`config.mk`:
```
export PLATFORM = sky130hd
export DESIGN_NAME = fifo_write_arbiter
export DESIGN_NICKNAME = d
export VERILOG_FILES = /design/src/rtl/fifo_write_arbiter.sv
export SDC_FILE = /design/constraint.sdc
export NUM_CORES = 1
export LEC_CHECK = 0
export ABC_AREA = 1
export BUFFER_PORTS_ARGS = -buffer_cell sky130_fd_sc_hd__buf_2
export CAP_MARGIN = 20
export CORE_MARGIN = 2
export CORE_UTILIZATION = 34
export CTS_CLUSTER_SIZE = 30
export DETAILED_ROUTE_END_ITERATION = 6
export GPL_ROUTABILITY_DRIVEN = 0
export PLACE_DENSITY = 0.83
export SKIP_LAST_GASP = 1
export SYNTH_ARGS = -nofsm -noshare
export SYNTH_HDL_FRONTEND = slang
export SYNTH_SLANG_ARGS = --single-unit
export TNS_END_PERCENT = 20
```
`constraint.sdc`:
```
create_clock -name clk -period 1.47 [get_ports clk]
set_clock_uncertainty 0.1 [all_clocks]
set_input_delay 0.2205 -clock clk [delete_from_list [all_inputs] [get_ports clk]]
set_output_delay 0.2205 -clock clk [all_outputs]
set_load 0.01 [all_outputs]
```
`src/rtl/fifo_write_arbiter.sv`:
```
// fifo_write_arbiter: round-robin burst arbiter sharing one FIFO write port; define FIFO_ARB_STATS_EN to add stall_cycles/beats_total counters
module fifo_write_arbiter #(
  parameter int NUM_REQ    = 4,
  parameter int ID_WIDTH   = 2,
  parameter int DATA_WIDTH = 16,
  parameter int DEPTH      = 1024,
  parameter int ADDR_WIDTH = 10,
  parameter int BURST_LEN  = 16
) (
  input  logic                          clk,
  input  logic                          rst_n,
  input  logic [NUM_REQ-1:0]            req_valid,
  input  logic [NUM_REQ*DATA_WIDTH-1:0] req_data,
  output logic [NUM_REQ-1:0]            req_ready,
  output logic                          fifo_wr_en,
  output logic [DATA_WIDTH-1:0]         fifo_wr_data,
  input  logic                          fifo_full,
  input  logic [ADDR_WIDTH:0]           fifo_level,
  output logic                          grant_active,
  output logic [ID_WIDTH-1:0]           grant_id,
  output logic                          burst_done
`ifdef FIFO_ARB_STATS_EN
  ,
  output logic [31:0]                   stall_cycles,
  output logic [31:0]                   beats_total
`endif
);
  localparam int CW = $clog2(BURST_LEN + 1);
  localparam int LW = ADDR_WIDTH + 2;
  typedef enum logic {IDLE, BURST} state_t;
  state_t state_q, state_d;
  logic [ID_WIDTH-1:0] last_q, last_d, gid_q, gid_d, pick;
  logic [CW-1:0] cnt_q, cnt_d;
  logic done_q, done_d, busy, beat, room, fin;
  logic [LW-1:0] free;
  assign busy = state_q == BURST;
  assign free = LW'(DEPTH) - LW'(fifo_level);
  assign room = free >= LW'(BURST_LEN);
  assign beat = busy && req_valid[gid_q] && !fifo_full;
  assign fin = busy && ((beat && cnt_q == CW'(BURST_LEN - 1)) || (!req_valid[gid_q] && !fifo_full));
  assign req_ready = (busy && !fifo_full) ? NUM_REQ'(1) << gid_q : '0;
  assign fifo_wr_en = beat;
  assign fifo_wr_data = busy ? req_data[gid_q*DATA_WIDTH +: DATA_WIDTH] : '0;
  assign grant_active = busy;
  assign grant_id = gid_q;
  assign burst_done = done_q;
  // first valid requester after last_grant; iterating farthest-first lets the nearest win
  always_comb begin
    pick = '0;
    for (int i = NUM_REQ; i >= 1; i--)
      if (req_valid[ID_WIDTH'((int'(last_q) + i) % NUM_REQ)]) pick = ID_WIDTH'((int'(last_q) + i) % NUM_REQ);
  end
  // grant only with room for a full burst; end on last beat or idle requester
  always_comb begin
    state_d = state_q;
    last_d = last_q;
    gid_d = gid_q;
    cnt_d = cnt_q;
    done_d = 1'b0;
    if (!busy && |req_valid && room) begin
      state_d = BURST;
      gid_d = pick;
      cnt_d = '0;
    end
    if (beat) cnt_d = cnt_q + CW'(1);
    if (fin) begin
      state_d = IDLE;
      last_d = gid_q;
      done_d = 1'b1;
    end
  end
  // state registers; reset parks last_grant so requester 0 wins first
  always_ff @(posedge clk) begin
    if (!rst_n) begin
      state_q <= IDLE;
      last_q <= ID_WIDTH'(NUM_REQ - 1);
      gid_q <= '0;
      cnt_q <= '0;
      done_q <= 1'b0;
    end else begin
      state_q <= state_d;
      last_q <= last_d;
      gid_q <= gid_d;
      cnt_q <= cnt_d;
      done_q <= done_d;
    end
  end
`ifdef FIFO_ARB_STATS_EN
  logic [31:0] stall_q, beats_q;
  assign stall_cycles = stall_q;
  assign beats_total = beats_q;
  // saturating count of FIFO-stalled burst cycles, wrapping count of beats
  always_ff @(posedge clk) begin
    if (!rst_n) begin
      stall_q <= '0;
      beats_q <= '0;
    end else begin
      if (busy && req_valid[gid_q] && fifo_full && stall_q != '1) stall_q <= stall_q + 32'd1;
      if (beat) beats_q <= beats_q + 32'd1;
    end
  end
`endif
endmodule

```
==> results.cfg <==
[synthesis]
ys.flop_type = dfxtp_1
yosys-top-cells-count = nand3_1, nand2_1, inv_1, a22oi_1, a31oi_1
synth.cell_area_um2 = 1226
synth-edff-count = 0
async_flop_share_pct = 0
yosysMostFrequentCell = nand3_1
synth_top_cell_by_area = nand3_1
yosysUniqueCellTypes = 27
yosysTopAreaCellShare_pct = 18.78
yosys_warnings = 0
synth.area.top_cells = nand3_1, dfxtp_1, nand2_1
ys_ff_latch = 11
syn_nets = 295
syn_avg_cell_area_um2 = 5.811
seq_area_frac_synth_pct = 17.96
syn_inst = 211

[routing]
vias = 1984
wire_per_inst_um = 12.31
drc = 0
totalWireLength_um = 4753
firstDrtPassIters = 4
drt_iter0_markers = 121
viasPerCell = 5.140
detail-route-antenna-nets = 0

[global_routing]
grt_max_degree = 17
grt_pass1_wl_um = 7638
first_global_vias = 1751
antenna_found_initial = 0
gr-usage-all-layers_pct = 23.24
overflow = 0

[placement]
post_dp_cell_area_um2 = 1979
place_inst = 375
post-dp-hpwl_um = 3716
io_buffers = 106

[floorplan]
coreArea_um2 = 3390
rows = 21
dieArea_um2 = 4103
design.portCount = 107
die_h_um = 64.06
start_util_pct = 36.18
die_w_um = 64.06

[critical_path]
cp.arrival_ps = 1390
worstPathCellList = nor2_4 > buf_4 > a22oi_1 > a31oi_1 > buf_2
max_stage_delay_ps = 390
worst-r2r-cell-count = 9
cp_data_required_time_ps = 1150
ff2ff_setup_slack_ps = -120
startpoint_type = flip-flop
critical-path-slowest-cell = dfxtp_4
path_class = flip-flop to output pin
worstPathMaxFanout = 7
worstSetupEndpointType = output pin

[timing]
setup_viol = 28
finalWorstSetupSlack_ps = -236.1
tightestPinTransition_ps = 257.3
hold_violations = 0
max_slew_margin_pct = 82.84
tns_ps = -4229
min_period_ps = 1706
maxSlewViolCount = 0
rsz0062_at_grt = yes
post-route-period-util_pct = 116.1
max_freq_ghz = 0.5861

[cells_and_area]
nets = 425
final_cell_area_um2 = 2142
drive_gt1_share_pct = 48.82
syn_to_final_growth_pct = 74.69
antenna_cells = 0
final-instance-count-excl-fill = 386
fill_cells = 295

[status]
violations = negative setup slack
status = complete, but fails checks

[power]
irDropWorstVdd_uv = 534.6
leakage_nw = 1.108
power_density_nw_per_um2 = 782.8

[clock_network]
cts.sinks = 11
cts_buffers = 3
cts_tree = done
cts_root_buf = clkbuf_4
clkTransAtPathRegs_ps = 80
clk_latency_ps = 280
cts_buffer_depth = 2
htree_levels = 1

[flow_run]
drv_cap = 0

[worst_hold_path]
hp-class = input port to flip-flop
holdPathStages = 3
## path summary, 6_finish.rpt
path          startpoint              end
min reg2reg     cnt_q[1]         cnt_q[1]
max reg2reg  grant_id[0]         cnt_q[3]
min                rst_n      grant_id[1]
max          grant_id[1]  fifo_wr_data[3]
## cell type report
| type | instances | area [um2] | share of cell area [%] |
|---|---|---|---|
| multi-input combinational | 165 | 952.2 | 44.45 |
| timing repair buffer | 137 | 788.3 | 36.80 |
| sequential | 11 | 229.0 | 10.69 |
| clock buffer | 4 | 26.28 | 1.227 |
| tap | 46 | 57.56 | 2.687 |
| inverter | 23 | 88.84 | 4.147 |
## stage by stage
stage	hold slack [ps]	total power [mW]	utilization, %	setup slack (ps)
6_report	105.2	1.677	63.20	-236.1
5_1_grt	126.9	1.812	63.20	-312.5
4_1_cts	90.79	1.648	62.35	-224.3
2_1_floorplan	248.8	0.9430	-	-38.59
3_5_place_dp	394.2	1.338	58.40	-26.64
3_3_place_gp	386.7	1.325	58.40	7.410
## layer usage
layer,vias up,GRT usage [%],share of wire (%)
met5,-,0,0
met4,0,6.250,1.0
met3,7,5.986,7.2
met2,77,41.15,52
met1,900,27.49,40
li1,1000,-,-
## worst max-delay path, delay by kind of cell, from the launching register on
| kind | cells | cell delay, ps |
|---|---|---|
| buffers and inverters | 2 | 320 |
| flip-flops | 1 | 390 |
| AO/OA/AOI/OAI | 2 | 250 |
| AND/OR/NAND/NOR | 1 | 140 |
## kinds of logic after synthesis
family / Yosys count / share of synthesized area [%]
AO/OA/AOI/OAI: 46 / 24.59
XOR/XNOR: 1 / 0.7144
adder cells (fa/ha/maj): 2 / 2.040
buffers and inverters: 35 / 12.04
flip-flops: 11 / 17.96
AND/OR/NAND/NOR: 116 / 42.65
## what timing repair did
item,4_1_cts,5_1_grt
buffers inserted,5,2
pin swaps,2,3
hold buffers,0,0
setup endpoints to repair,25,32
resized for setup,18,4
## flip-flops by register name, indices dropped and copies added, names as in the netlist
register      flops
cnt_q             5
grant_id          2
last_q            2
burst_done        1
grant_active      1
## cell usage in the layout (no fill, tap or decap), types with 2 or more instances in the layout
| cell type | synthesis | final |
|---|---|---|
| ha_1 | 2 | 2 |
| inv_1 | 21 | 20 |
| nor2_4 | 1 | 2 |
| a31oi_2 | 0 | 7 |
| a21oi_1 | 6 | 6 |
| nand3_1 | 46 | 45 |
| a31oi_1 | 18 | 11 |
| nor3_1 | 6 | 5 |
| a22oi_1 | 18 | 12 |
| nor2_2 | 1 | 2 |
| buf_2 | 7 | 105 |
| buf_4 | 2 | 26 |
| buf_6 | 0 | 6 |
| dfxtp_4 | 0 | 2 |
| nand2_1 | 43 | 43 |
| nor2_1 | 14 | 12 |
| clkbuf_4 | 0 | 3 |
| a22oi_2 | 0 | 6 |
| dfxtp_1 | 11 | 8 |
| o21ai_0 | 2 | 2 |
## report_power, final
part | internal, mW | total, mW | switching [mW]
registers | 0.327 | 0.363 | 0.0361
clock network | 0.106 | 0.223 | 0.117
logic | 0.509 | 1.09 | 0.582
total | 0.941 | 1.68 | 0.735
Note: power is estimated with default switching activity, not from simulation.
